--- config.mk ---
export PLATFORM = sky130hd
export DESIGN_NAME = dma_copy_engine_flat
export DESIGN_NICKNAME = d
export VERILOG_FILES = /design/src/rtl/dma_copy_engine_if.sv /design/src/rtl/dma_copy_engine.sv /design/src/flat_wrapper.sv
export SDC_FILE = /design/constraint.sdc
export NUM_CORES = 1
export LEC_CHECK = 0
export BUFFER_PORTS_ARGS = -buffer_cell sky130_fd_sc_hd__buf_2
export CAP_MARGIN = 20
export CORE_UTILIZATION = 57
export CTS_CLUSTER_SIZE = 16
export DETAILED_ROUTE_END_ITERATION = 7
export PLACE_DENSITY = 0.81
export SKIP_CTS_REPAIR_TIMING = 1
export SLEW_MARGIN = 20
export SYNTH_ARGS = -nofsm -noshare
export SYNTH_HDL_FRONTEND = slang
export SYNTH_SLANG_ARGS = --single-unit
--- constraint.sdc ---
create_clock -name clock -period 6 [get_ports clock]
set_input_delay 1.2 -clock clock [delete_from_list [all_inputs] [get_ports clock]]
set_output_delay 1.2 -clock clock [all_outputs]
set_load 0.01 [all_outputs]
--- src/rtl/dma_copy_engine_if.sv ---
// Control and memory-port bundle for the block copy / fill DMA engine.
// master is the engine side, slave is the CPU/memory side.
interface dma_copy_engine_if #(
   parameter int CNT_W = 11
);
   logic             start;
   logic             mode;
   logic [31:0]      src_addr;
   logic [31:0]      dst_addr;
   logic [CNT_W-1:0] word_count;
   logic [31:0]      fill_value;
   logic             busy;
   logic             done;
   logic             error;
   logic             MemRead;
   logic             MemWrite;
   logic [31:0]      address;
   logic [31:0]      WriteData;
   logic [31:0]      ReadData;

   modport master (
      input  start, mode, src_addr, dst_addr,
      input  word_count, fill_value, ReadData,
      output busy, done, error,
      output MemRead, MemWrite, address, WriteData
   );

   modport slave (
      output start, mode, src_addr, dst_addr,
      output word_count, fill_value, ReadData,
      input  busy, done, error,
      input  MemRead, MemWrite, address, WriteData
   );
endinterface

--- src/rtl/dma_copy_engine.sv ---
// Word-granular memcpy/memset DMA master for the data memory port.
// Copy alternates READ/WRITE per word; fill streams WRITE cycles.
module dma_copy_engine #(
   parameter int MEM_WORDS = 1024,
   parameter int CNT_W     = 11
) (
   input  logic clock,
   input  logic reset,
   dma_copy_engine_if.master bus
);
   typedef enum logic [1:0] {
      IDLE,
      READ,
      WRITE,
      FINISH
   } state_t;

   localparam logic [33:0] LIMIT = 34'(4 * MEM_WORDS);

   state_t           state;
   state_t           nextState;
   logic             modeQ;
   logic [31:0]      srcPtr;
   logic [31:0]      dstPtr;
   logic [31:0]      fillQ;
   logic [31:0]      dataBuf;
   logic [CNT_W-1:0] remaining;
   logic             errorQ;

   logic [33:0] span;
   logic [33:0] dstEnd;
   logic [33:0] srcEnd;
   logic        dstOk;
   logic        srcOk;
   logic        startOk;
   logic        zeroCount;
   logic        lastWord;

   // 34-bit sums so an address near 4 GiB cannot wrap past the check
   assign span = 34'(bus.word_count) << 2;
   assign dstEnd = {2'b00, bus.dst_addr} + span;
   assign srcEnd = {2'b00, bus.src_addr} + span;

   assign dstOk = (bus.dst_addr[1:0] == 2'b00)
               && (dstEnd <= LIMIT);
   assign srcOk = bus.mode
               || ((bus.src_addr[1:0] == 2'b00)
               && (srcEnd <= LIMIT));
   assign startOk   = dstOk && srcOk;
   assign zeroCount = (bus.word_count == '0);
   assign lastWord  = (remaining == CNT_W'(1));

   always_ff @(posedge clock or posedge reset) begin
      if (reset) begin
         state <= IDLE;
      end else begin
         state <= nextState;
      end
   end

   always_comb begin
      nextState = state;
      unique case (state)
         IDLE: begin
            if (bus.start && startOk) begin
               if (zeroCount) begin
                  nextState = FINISH;
               end else if (bus.mode) begin
                  nextState = WRITE;
               end else begin
                  nextState = READ;
               end
            end
         end
         READ: nextState = WRITE;
         WRITE: begin
            if (lastWord) begin
               nextState = FINISH;
            end else if (modeQ) begin
               nextState = WRITE;
            end else begin
               nextState = READ;
            end
         end
         FINISH: nextState = IDLE;
         default: nextState = IDLE;
      endcase
   end

   always_ff @(posedge clock or posedge reset) begin
      if (reset) begin
         modeQ     <= 1'b0;
         srcPtr    <= '0;
         dstPtr    <= '0;
         fillQ     <= '0;
         dataBuf   <= '0;
         remaining <= '0;
         errorQ    <= 1'b0;
      end else begin
         errorQ <= (state == IDLE)
                && bus.start
                && !startOk;
         unique case (state)
            IDLE: begin
               if (bus.start) begin
                  modeQ     <= bus.mode;
                  srcPtr    <= bus.src_addr;
                  dstPtr    <= bus.dst_addr;
                  fillQ     <= bus.fill_value;
                  remaining <= bus.word_count;
               end
            end
            READ: begin
               dataBuf <= bus.ReadData;
               srcPtr  <= srcPtr + 32'd4;
            end
            WRITE: begin
               dstPtr    <= dstPtr + 32'd4;
               remaining <= remaining - CNT_W'(1);
            end
            default: begin
            end
         endcase
      end
   end

   always_comb begin
      bus.MemRead   = 1'b0;
      bus.MemWrite  = 1'b0;
      bus.address   = '0;
      bus.WriteData = '0;
      bus.busy      = 1'b0;
      bus.done      = 1'b0;
      bus.error     = errorQ;
      unique case (state)
         READ: begin
            bus.MemRead = 1'b1;
            bus.address = srcPtr;
            bus.busy    = 1'b1;
         end
         WRITE: begin
            bus.MemWrite  = 1'b1;
            bus.address   = dstPtr;
            bus.WriteData = modeQ ? fillQ : dataBuf;
            bus.busy      = 1'b1;
         end
         FINISH: bus.done = 1'b1;
         default: begin
         end
      endcase
   end
endmodule

--- src/flat_wrapper.sv ---
// flat-port wrapper written by rule: the top's interface ports become plain ports
module dma_copy_engine_flat 
#(
   parameter int MEM_WORDS = 1024,
   parameter int CNT_W     = 11
)
  (clock, reset, bus_start, bus_mode, bus_src_addr, bus_dst_addr, bus_word_count, bus_fill_value, bus_ReadData, bus_busy, bus_done, bus_error, bus_MemRead, bus_MemWrite, bus_address, bus_WriteData);
  dma_copy_engine_if #(.CNT_W(CNT_W)) bus_i ();
  input  logic clock;
  input  logic reset;
  input wire logic [$bits(bus_i.start)-1:0] bus_start;
  input wire logic [$bits(bus_i.mode)-1:0] bus_mode;
  input wire logic [$bits(bus_i.src_addr)-1:0] bus_src_addr;
  input wire logic [$bits(bus_i.dst_addr)-1:0] bus_dst_addr;
  input wire logic [$bits(bus_i.word_count)-1:0] bus_word_count;
  input wire logic [$bits(bus_i.fill_value)-1:0] bus_fill_value;
  input wire logic [$bits(bus_i.ReadData)-1:0] bus_ReadData;
  output wire logic [$bits(bus_i.busy)-1:0] bus_busy;
  output wire logic [$bits(bus_i.done)-1:0] bus_done;
  output wire logic [$bits(bus_i.error)-1:0] bus_error;
  output wire logic [$bits(bus_i.MemRead)-1:0] bus_MemRead;
  output wire logic [$bits(bus_i.MemWrite)-1:0] bus_MemWrite;
  output wire logic [$bits(bus_i.address)-1:0] bus_address;
  output wire logic [$bits(bus_i.WriteData)-1:0] bus_WriteData;
  assign bus_i.start = bus_start;
  assign bus_i.mode = bus_mode;
  assign bus_i.src_addr = bus_src_addr;
  assign bus_i.dst_addr = bus_dst_addr;
  assign bus_i.word_count = bus_word_count;
  assign bus_i.fill_value = bus_fill_value;
  assign bus_i.ReadData = bus_ReadData;
  assign bus_busy = bus_i.busy;
  assign bus_done = bus_i.done;
  assign bus_error = bus_i.error;
  assign bus_MemRead = bus_i.MemRead;
  assign bus_MemWrite = bus_i.MemWrite;
  assign bus_address = bus_i.address;
  assign bus_WriteData = bus_i.WriteData;
  dma_copy_engine #(.MEM_WORDS(MEM_WORDS), .CNT_W(CNT_W)) u_core (.clock(clock), .reset(reset), .bus(bus_i));
endmodule
==> results.cfg <==
[yosys]
async_flop_share = 1.000
netlist_area_mm2 = 0.01050
synth-seq-cells = 143
synth_ff_type = dfrtp_1
synth_top_cells_by_area = dfrtp_1, mux2_2, a21oi_1
syn_inst = 1276
synth_enable_flop_cells = 0
synth_commonest_cells = dfrtp_1, a21oi_1, nor2_1
netlist.area_leader.share = 0.3410
yosysTopAreaCell = dfrtp_1
yosys_warnings = 0
synth_nets = 1451
synth_cell_types = 68
ys_seq_area_frac = 0.3410
syn-mean-instance-area_um2 = 8.225
synth.most_common_cell = dfrtp_1

[global_route]
grt_pass1_wl_um = 52500
grt_max_degree = 110
grt_pass1_vias = 10030
grt_usage = 0.3613
gr-total-overflow = 0
antenna_found_initial = 1

[power]
clockPowerShare = 0.263
combPwrFrac = 0.299
internal_power_w = 0.002506
power_leakage_nw = 5.310
p_switching_w = 0.001653
p_per_area_mw_per_mm2 = 338.8
sw_frac_of_total = 0.3975
pwr-share-seq = 0.438
peakVddDrop_uv = 303.8

[min_path]
hold_class = flop to flop

[setup_path]
critPathArrivalTime_ps = 4940
critPathBufInv = 1
crit_top_cell = or4_1
path_class = input port to flop
cp_top_family = compound AO/OA/AOI/OAI gates
critPathLaunchType = input port
cp_max_fo = 5
slowest_stage = or4_1
required_ps = 6320
path_cells = buf_2, ha_1, fa_1, a21oi_1, o211a_1, or4_1, a2111oi_0, xnor2_1, nand2_1, or4_1, o21ai_1, a31o_2, mux2_1
max_stage_delay_ps = 620
end_kind = flop

[sta]
grt_setup_unrepaired = no
setup_viol = 0
finalHoldViolCount = 0
timing.fmax_mhz = 216.2
fin_crit_sh = 0.7710
setup_tns_ps = 0
slew_headroom = 0.2783
slew_violations = 0
fin_crit_ps = 4626
holdWs_ps = 493.8
finClkSkew_ps = 13.17
worst_pin_slew_ps = 1083

[final_layout]
drive_gt1_frac = 0.2367
antennaDiodeCount = 0
fill_cells = 1456
syn_to_final_growth_pct = 16.98
final_area_mm2 = 0.01228
nets = 1611
finish.utilization = 0.6811

[die]
die_area_mm2 = 0.01896
initial_core_util = 0.5823
core_area_mm2 = 0.01802
die_w_um = 137.7
io_pins = 212
die_h_um = 137.7
num_rows = 49

[clock_network]
clk_path_buf_depth = 2
h-tree-depth = 4
clock-sinks = 143
cts_tree = built
root_buffer = clkbuf_16
clk_pin_slew_ps = 70
cts_buffers = 17
insertion_delay_ps = 440

[detailed_routing]
first_pass_iters = 5
vias = 10950
drc = 0
first_iter_violations = 928
viasPerCell = 6.527
drt-total-wl_um = 33850
routedWlPerCell_um = 20.17
postRouteAntennaNets = 0

[job]
drv_cap = 0

[status]
status = completed

[place]
dp_hpwl_um = 24070
portBuffers = 211
placed_cell_area_mm2 = 0.01165
place.gp.congestion = 0.9761
==> worst reg2reg max path, cell delays in order, from the launching register on <==
cell	delay, ps
dfrtp_1	450
inv_1	130
ha_1	530
buf_4	350
nand2_2	330
buf_4	570
a21boi_1	820
o21ai_0	220
==> registers in the layout, indices dropped and copies added, names as in the netlist <==
signal            count
u_core.dataBuf       32
u_core.remaining     11
u_core.modeQ          1
u_core.bus.error      1
u_core.dstPtr        32
u_core.srcPtr        32
u_core.state          2
u_core.fillQ         32
==> final timing paths <==
path / start / endpoint / slack, ps / cells after the start
max reg2reg: u_core.state[0]$_DFFE_PP0P_ / u_core.srcPtr[3]$_DFFE_PP0P_ / 2450 / 7
min reg2reg: u_core.srcPtr[31]$_DFFE_PP0P_ / u_core.srcPtr[31]$_DFFE_PP0P_ / 490 / 1
min: u_core.srcPtr[31]$_DFFE_PP0P_ / u_core.srcPtr[31]$_DFFE_PP0P_ / 490 / 1
min in group asynchronous: reset / u_core.dataBuf[0]$_DFFE_PP0P_ / 880 / 2
max: bus_word_count[0] / u_core.state[1]$_DFFE_PP0P_ / 1370 / 13
max in group asynchronous: reset / u_core.dataBuf[17]$_DFFE_PP0P_ / 4130 / 3
==> layout make-up <==
cell class	instances	area (um^2)	share of cell area
clock buffers	17	425.4	0.03465
repair buffers	223	1166	0.09499
flip-flops and latches	143	3580	0.2916
multi-input cells	1001	6451	0.5255
clock inverters	15	172.7	0.01406
well taps	229	286.5	0.02334
inverters	50	195.2	0.01590
==> per-layer routing <==
layer  part of all wire  GRT usage  vias up
li1                   -          -     5070
met1               0.40     0.4628     5190
met2               0.47     0.5784      587
met3              0.088    0.08352      106
met4              0.040     0.1649        0
met5                  0          0        -
==> cell families after synthesis <==
family                     after synthesis  share of synthesized area
DFF                                    143                     0.3410
AOI/OAI and AO/OA                      402                     0.2366
xor gates and xnor gates                12                    0.01001
buffers and inverters                  132                    0.04769
muxes                                  115                     0.1183
adders and majority gates               32                    0.03958
and+or+nand+nor                        440                     0.2068
==> power by group through the flow <==
stage / logic, W / registers (W) / clock network [W]
after CTS: 0.00123 / 0.00180 / 0.00110
after global routing: 0.00138 / 0.00187 / 0.00113
after floorplan: 0.00101 / 0.00160 / 0
after detailed placement: 0.00121 / 0.00181 / 0
after global placement: 0.00117 / 0.00179 / 0
final: 0.00124 / 0.00182 / 0.00109
==> metrics by stage <==
step / setup slack, ps / total power [W] / instances
2_1_floorplan: 962.1 / 0.002610 / 1276
3_3_place_gp: 1091 / 0.002967 / 1645
3_5_place_dp: 998.7 / 0.003024 / 1645
4_1_cts: 1435 / 0.004130 / 1677
5_1_grt: 1228 / 0.004382 / 1678
6_report: 1374 / 0.004159 / 1678
==> layout by cell type (no fill, tap or decap), types with 11 or more instances in the layout <==
master	n
nand3_1	61
a22oi_1	20
inv_1	46
ha_1	28
a21boi_0	15
nor2_1	109
and3_1	17
mux2_2	71
nor3_1	27
mux2i_1	43
a31oi_1	21
clkbuf_16	17
a21oi_1	113
nand2_1	102
nor4_1	13
o22ai_1	37
or3_1	12
buf_4	11
nand4_1	36
o21ai_0	101
buf_2	211
dfrtp_1	142
nor2b_1	22
Power figures use the tool's default switching activity.
